==> config.mk <==
export PLATFORM = sky130hd
export DESIGN_NAME = traffic_light_xing
export DESIGN_NICKNAME = d
export VERILOG_FILES = /design/src/rtl/traffic_light_xing.sv
export SDC_FILE = /design/constraint.sdc
export NUM_CORES = 1
export LEC_CHECK = 0
export ABC_AREA = 1
export CELL_PAD_IN_SITES_DETAIL_PLACEMENT = 0
export CELL_PAD_IN_SITES_GLOBAL_PLACEMENT = 1
export CORE_MARGIN = 2
export CORE_UTILIZATION = 36
export DETAILED_ROUTE_END_ITERATION = 10
export PLACE_DENSITY = 0.81
export SLEW_MARGIN = 20
export SYNTH_ARGS = -nofsm -noshare
export SYNTH_HDL_FRONTEND = slang
export SYNTH_SLANG_ARGS = --single-unit
==> constraint.sdc <==
create_clock -name clk -period 1.6 [get_ports clk]
set_clock_uncertainty 0.05 [all_clocks]
set_input_delay 0.32 -clock clk [delete_from_list [all_inputs] [get_ports clk]]
set_output_delay 0.32 -clock clk [all_outputs]
set_load 0.1 [all_outputs]
==> src/rtl/traffic_light_xing.sv <==
// Two-road intersection controller: NS/EW green-yellow-all-red sequencing on an external tick,
// with pedestrian request shortening of NS green, a walk lamp and a night flashing mode.
module traffic_light_xing #(
    parameter int CNT_W      = 8,
    parameter int NS_G_TIME  = 30,
    parameter int EW_G_TIME  = 20,
    parameter int Y_TIME     = 3,
    parameter int AR_TIME    = 2,
    parameter int SHORT_TIME = 5
) (
    input  logic             clk,
    input  logic             rst,
    input  logic             tick,
    input  logic             pass_request,
    input  logic             flash_mode,
    output logic [CNT_W-1:0] clock,
    output logic             ns_red,
    output logic             ns_yellow,
    output logic             ns_green,
    output logic             ew_red,
    output logic             ew_yellow,
    output logic             ew_green,
    output logic             ped_walk,
    output logic             ped_pending
);

    localparam int MAX_T = (1 << CNT_W) - 1;

    if (NS_G_TIME < 1 || EW_G_TIME < 1 || Y_TIME < 1 || AR_TIME < 1 || SHORT_TIME < 1 ||
        SHORT_TIME >= NS_G_TIME || NS_G_TIME > MAX_T || EW_G_TIME > MAX_T ||
        Y_TIME > MAX_T || AR_TIME > MAX_T) begin : g_bad_params
        $error("traffic_light_xing: illegal timing parameters");
    end

    localparam logic [CNT_W-1:0] T_NS    = CNT_W'(NS_G_TIME);
    localparam logic [CNT_W-1:0] T_EW    = CNT_W'(EW_G_TIME);
    localparam logic [CNT_W-1:0] T_Y     = CNT_W'(Y_TIME);
    localparam logic [CNT_W-1:0] T_AR    = CNT_W'(AR_TIME);
    localparam logic [CNT_W-1:0] T_SHORT = CNT_W'(SHORT_TIME);
    localparam logic [CNT_W-1:0] ONE     = CNT_W'(1);

    typedef enum logic [2:0] {
        NS_GREEN, NS_YELLOW, AR1, EW_GREEN, EW_YELLOW, AR2, FLASH
    } state_t;

    state_t state;
    logic   expire;
    logic   shorten;

    function automatic state_t next_phase(input state_t s);
        case (s)
            NS_GREEN:  return NS_YELLOW;
            NS_YELLOW: return AR1;
            AR1:       return EW_GREEN;
            EW_GREEN:  return EW_YELLOW;
            EW_YELLOW: return AR2;
            default:   return NS_GREEN;
        endcase
    endfunction

    function automatic logic [CNT_W-1:0] phase_time(input state_t s, input logic short_ns);
        case (s)
            NS_GREEN:             return short_ns ? T_SHORT : T_NS;
            NS_YELLOW, EW_YELLOW: return T_Y;
            EW_GREEN:             return T_EW;
            AR1, AR2:             return T_AR;
            default:              return '0;
        endcase
    endfunction

    // Bit order {ns_red, ns_yellow, ns_green, ew_red, ew_yellow, ew_green}.
    function automatic logic [5:0] lamp_set(input state_t s);
        case (s)
            NS_GREEN:  return 6'b001_100;
            NS_YELLOW: return 6'b010_100;
            EW_GREEN:  return 6'b100_001;
            EW_YELLOW: return 6'b100_010;
            AR1, AR2:  return 6'b100_100;
            default:   return 6'b000_000;
        endcase
    endfunction

    assign expire  = tick && (clock == ONE);
    assign shorten = (state == NS_GREEN) && pass_request && (clock > T_SHORT);

    // NOTE: every register uses <= so all outputs are computed from the same pre-edge state.
    always_ff @(posedge clk or posedge rst) begin
        if (rst) begin
            state       <= NS_GREEN;
            clock       <= T_NS;
            {ns_red, ns_yellow, ns_green, ew_red, ew_yellow, ew_green} <= lamp_set(NS_GREEN);
            ped_walk    <= 1'b0;
            ped_pending <= 1'b0;
        end else if (flash_mode) begin
            state       <= FLASH;
            clock       <= '0;
            {ns_red, ns_green, ew_red, ew_green} <= 4'b0000;
            ns_yellow   <= (state != FLASH) | (ns_yellow ^ tick);
            ew_yellow   <= (state != FLASH) | (ns_yellow ^ tick);
            ped_walk    <= 1'b0;
            ped_pending <= 1'b0;
        end else if (state == FLASH) begin
            if (tick) begin
                state    <= AR2;
                clock    <= T_AR;
                {ns_red, ns_yellow, ns_green, ew_red, ew_yellow, ew_green} <= lamp_set(AR2);
                ped_walk <= 1'b0;
            end
        end else begin
            // A request shortening NS green wins over a coincident tick; it never coincides with expiry.
            if (shorten) begin
                clock <= T_SHORT;
            end else if (expire) begin
                state    <= next_phase(state);
                clock    <= phase_time(next_phase(state), ped_pending | pass_request);
                {ns_red, ns_yellow, ns_green, ew_red, ew_yellow, ew_green} <= lamp_set(next_phase(state));
                ped_walk <= (next_phase(state) == EW_GREEN);
            end else if (tick) begin
                clock <= clock - ONE;
            end

            if (expire && state == AR1) begin
                ped_pending <= 1'b0;
            end else if (pass_request) begin
                ped_pending <= 1'b1;
            end
        end
    end

endmodule

==> metrics.log, run 1 <==
INFO  metric core = 0.003716 sq mm
INFO  metric die_w = 66.73 um
INFO  metric timing.critical_path.required = between 1.5 and 2 ns
INFO  metric detail_route.first_pass.iterations = 4
INFO  metric setup.worst_path.end = clock[3]
INFO  metric gp_congestion = 0.9053
INFO  metric regToRegEndpoint = clock[3]
INFO  metric rsz0062_at_grt = true
INFO  metric post-route-min-period = 1.734 ns
INFO  metric yosys_register_bits = 19
INFO  metric worst_slew_pin_tran = roughly 0.36 ns
INFO  metric clockBufferDepth = 2
INFO  metric syn_inst = about 180
INFO  metric timing.max_slew.rel_slack = 75.91%
INFO  metric post_route_cells_drive_above_1_share = 60.32%
INFO  metric crit_path_start_kind = flop
INFO  metric worst_setup_path_end_kind = flop
INFO  metric fin_crit_sh = 108.3%
INFO  metric layout.core_utilization = 68.22%
INFO  metric clk_latency = 0.27 ns
INFO  metric area_contributors_post_synth = sky130_fd_sc_hd__dfrtp_1 (23%), sky130_fd_sc_hd__nand2_1 (12%), sky130_fd_sc_hd__dfstp_2 (11%)
INFO  metric critPathLaunch = clock[1]
INFO  metric worstSetupPathDepth = 10
INFO  metric port_buffers = 20
INFO  metric critical-path-top-delay-family = simple AND/OR/NAND/NOR gates
INFO  metric cap_violations = 0
INFO  metric cp_num_buf_inv = 2
INFO  metric worstReg2RegStart = clock[1]
INFO  metric layout-area-overhead-vs-synth = 78.98%
INFO  metric maximum_number_of_pins_on_one_net_before_global_route_repair = 20
INFO  metric floorplan.initialDensity = 38.11%
INFO  metric dp_hpwl = between 2 and 3 mm
INFO  metric ctsRootBufferMaster = sky130_fd_sc_hd__clkbuf_8
INFO  metric violated_checks = setup timing
INFO  metric route.detailed.wl_per_inst = 15.01 um
INFO  metric critPathMaxFanout = 6
INFO  metric hold_buffers = 0
INFO  metric crit_path_top_delay_cell = sky130_fd_sc_hd__dfstp_4
INFO  metric dieHeight = 66.73 um
INFO  metric drc = 0
INFO  metric synth_cell_types = 38
INFO  metric first_global_vias = 1566
INFO  metric routed_via_density = 5.010
INFO  metric critical_path_class = flop to flop
INFO  metric worstPathCellList = inv_4, ha_4, inv_4, nand2_4, nor2_4, o21ai_4, nand2_4, nand3_4, nand3b_1, nand2_1
INFO  metric cp.arrival = about 1.9 ns
INFO  metric cts_buffers = 3
INFO  metric synth_top_area_share = ~23%
INFO  metric ff2ff_setup_slack = -0.13 ns
INFO  metric first_iter_violations = 59
INFO  metric critical-path-max-stage-delay = 0.63 ns
INFO  metric global_route.overflow_total = 0
INFO  metric run_status = finished, violations left
INFO  metric cts_num_sinks = 19
INFO  metric die_area = 0.004452 sq mm
INFO  metric reg2reg_depth = 10
INFO  metric grt_use_total = 22.77%
INFO  metric fp-row-count = 22
INFO  metric first_pass_grt_wire_length = approximately 7.5 mm
INFO  metric routed_wl = ~4.4 mm
INFO  metric clock_tree.htree_level_count = 1
INFO  metric syn_area = 0.001416 sq mm
INFO  metric fin_nets = 257
INFO  metric synth.largest_area_cell = sky130_fd_sc_hd__dfrtp_1
INFO  metric cts_tree = built
INFO  metric finalSetupViolations = 17
INFO  metric clkTransAtPathRegs = 0.08 ns
INFO  metric synth.yosys.seq_area_share = 34.10%
INFO  metric final-max-slew-violation-count = 0
INFO  metric via_count = 1478
INFO  metric yosysWarningCount = 0
INFO  metric n_antenna_cell = 0
INFO  metric timing_hold_violations_final = 0
INFO  metric postRouteAntennaNets = 0
INFO  metric synth_fp_nets = 188
INFO  metric worst_slack = -0.1335 ns
INFO  metric number_of_antenna_violations_at_the_first_check_in_global_routing = 0
INFO  metric ioPinCount = 21
INFO  metric hp-class = input port to asynchronous set/reset pin
INFO  metric max_frequency = slightly below 0.6 GHz
INFO  metric postSynthAreaPerCell = ~7.9 sq um
[cells in the final DEF, fill, tap and decap left out, types with 3 or more instances in the layout]
master	netlist	final
sky130_fd_sc_hd__buf_4	0	39
sky130_fd_sc_hd__nand2_1	45	35
sky130_fd_sc_hd__buf_12	0	19
sky130_fd_sc_hd__inv_1	20	15
sky130_fd_sc_hd__nor2_4	5	10
sky130_fd_sc_hd__nor2_1	13	10
sky130_fd_sc_hd__nand2_4	3	9
sky130_fd_sc_hd__inv_2	8	8
sky130_fd_sc_hd__nand2_2	3	7
sky130_fd_sc_hd__dfrtp_1	13	7
sky130_fd_sc_hd__o21ai_1	5	5
sky130_fd_sc_hd__dfstp_2	6	5
sky130_fd_sc_hd__dfrtp_2	0	5
sky130_fd_sc_hd__buf_6	2	5
sky130_fd_sc_hd__inv_4	1	4
sky130_fd_sc_hd__nand4_1	4	4
sky130_fd_sc_hd__nand3_1	7	4
sky130_fd_sc_hd__o21ai_0	7	4
sky130_fd_sc_hd__ha_4	0	4
sky130_fd_sc_hd__clkdlybuf4s50_1	0	4
sky130_fd_sc_hd__nand3_4	1	3
sky130_fd_sc_hd__nand3_2	2	3
sky130_fd_sc_hd__o21ai_2	0	3
sky130_fd_sc_hd__clkbuf_8	0	3
[state kept, by name, indices dropped and copies added, names as in the netlist]
name / flops
ns_green: 1
ped_pending: 1
ew_red: 1
ns_yellow: 1
clock: 8
state: 3
ew_green: 1
ped_walk: 1
ns_red: 1
ew_yellow: 1
[synth_stat cells, drive strengths merged]
| cell | instances |
|---|---|
| dfstp | 6 |
| nand3b | 2 |
| o22ai | 2 |
| a22o | 1 |
| or2 | 2 |
| nand2 | 51 |
| a21oi | 4 |
| inv | 29 |
| nor3 | 2 |
| a31oi | 2 |
| a22oi | 1 |
| o21ai | 14 |
| o21a | 1 |
| buf | 3 |
| nand4 | 4 |
| o31ai | 2 |
| nand3 | 10 |
| nor4 | 1 |
| clkinv | 1 |
| a311oi | 1 |
| xor2 | 2 |
| dfrtp | 13 |
| nor2 | 21 |
| ha | 4 |
[cell families after synthesis]
logic type	synth area share [%]
AOI/OAI and AO/OA	14.66
buffers and inverters	11.13
xor gates and xnor gates	1.237
DFF	34.10
adders and majority gates	3.534
and+or+nand+nor	35.33
[routing by layer]
metal  global-route usage [%]  up-vias  routed length (um)  share of wire, %
li1                         -      714                   -                 -
met1                    27.70      707                1788                40
met2                    38.50       46                2292                52
met3                    5.068       11                 234               5.3
met4                    9.694        0                 112               2.5
met5                        0        -                   0                 0
[layout make-up]
cell class              count  area (sq um)
clock inverters             1         5.005
multi-input cells         127          1025
clock buffers               3         41.29
fillers                   269          1181
well taps                  48         60.06
inverters                  30         137.6
flip-flops and latches     19         496.7
repair buffers             67         769.5
[through the flow]
step | hold WS [ns] | cell area, sq um | cells | setup WS (ns) | setup TNS, ns
6_report | 0.3231 | 2535 | 295 | -0.1335 | -1.362
5_1_grt | 0.3826 | 2535 | 295 | -0.2192 | -2.897
4_1_cts | 0.3377 | 2441 | 293 | -0.1010 | -0.8589
3_5_place_dp | 0.4383 | 2127 | 277 | -0.2896 | -3.664
3_3_place_gp | 0.4399 | 2127 | 277 | -0.2198 | -2.959
2_1_floorplan | 0.2165 | 1484 | 179 | -0.2779 | -3.945
[how the worst min path moves through the flow]
stage	slack, ns	depth (start not counted)	to
after floorplan	0.22	1	clock[0]
after global placement	0.44	2	ew_red
after detailed placement	0.44	2	ns_green
after CTS	0.34	3	ew_yellow
after global routing	0.38	3	ew_yellow
final	0.32	3	ew_yellow
[worst min-delay path: cells and delay by family]
kind,cells,cell delay [ns]
buffers and inverters,3,0.71
[timing repair]
item / in CTS / in global routing
pin swaps: 19 / 19
gates cloned: 0 / 0
setup endpoints to repair: 19 / 19
setup buffers: 12 / 2
gates resized for setup: 39 / 20
Power of run 1 is not shown: default switching activity piles up to over one toggle a cycle in this logic, so the estimate is an artifact.
==> inputs of run 2 (changes only) <==
- CTS_CLUSTER_SIZE: unset -> 40
- HOLD_SLACK_MARGIN: unset -> 0.06
- SLEW_MARGIN: 20 -> 30
==> results of run 2 <==
Same layout as run 1: the final DEF is identical, and so are final timing and power.
Power of run 2 is left out for the same reason.
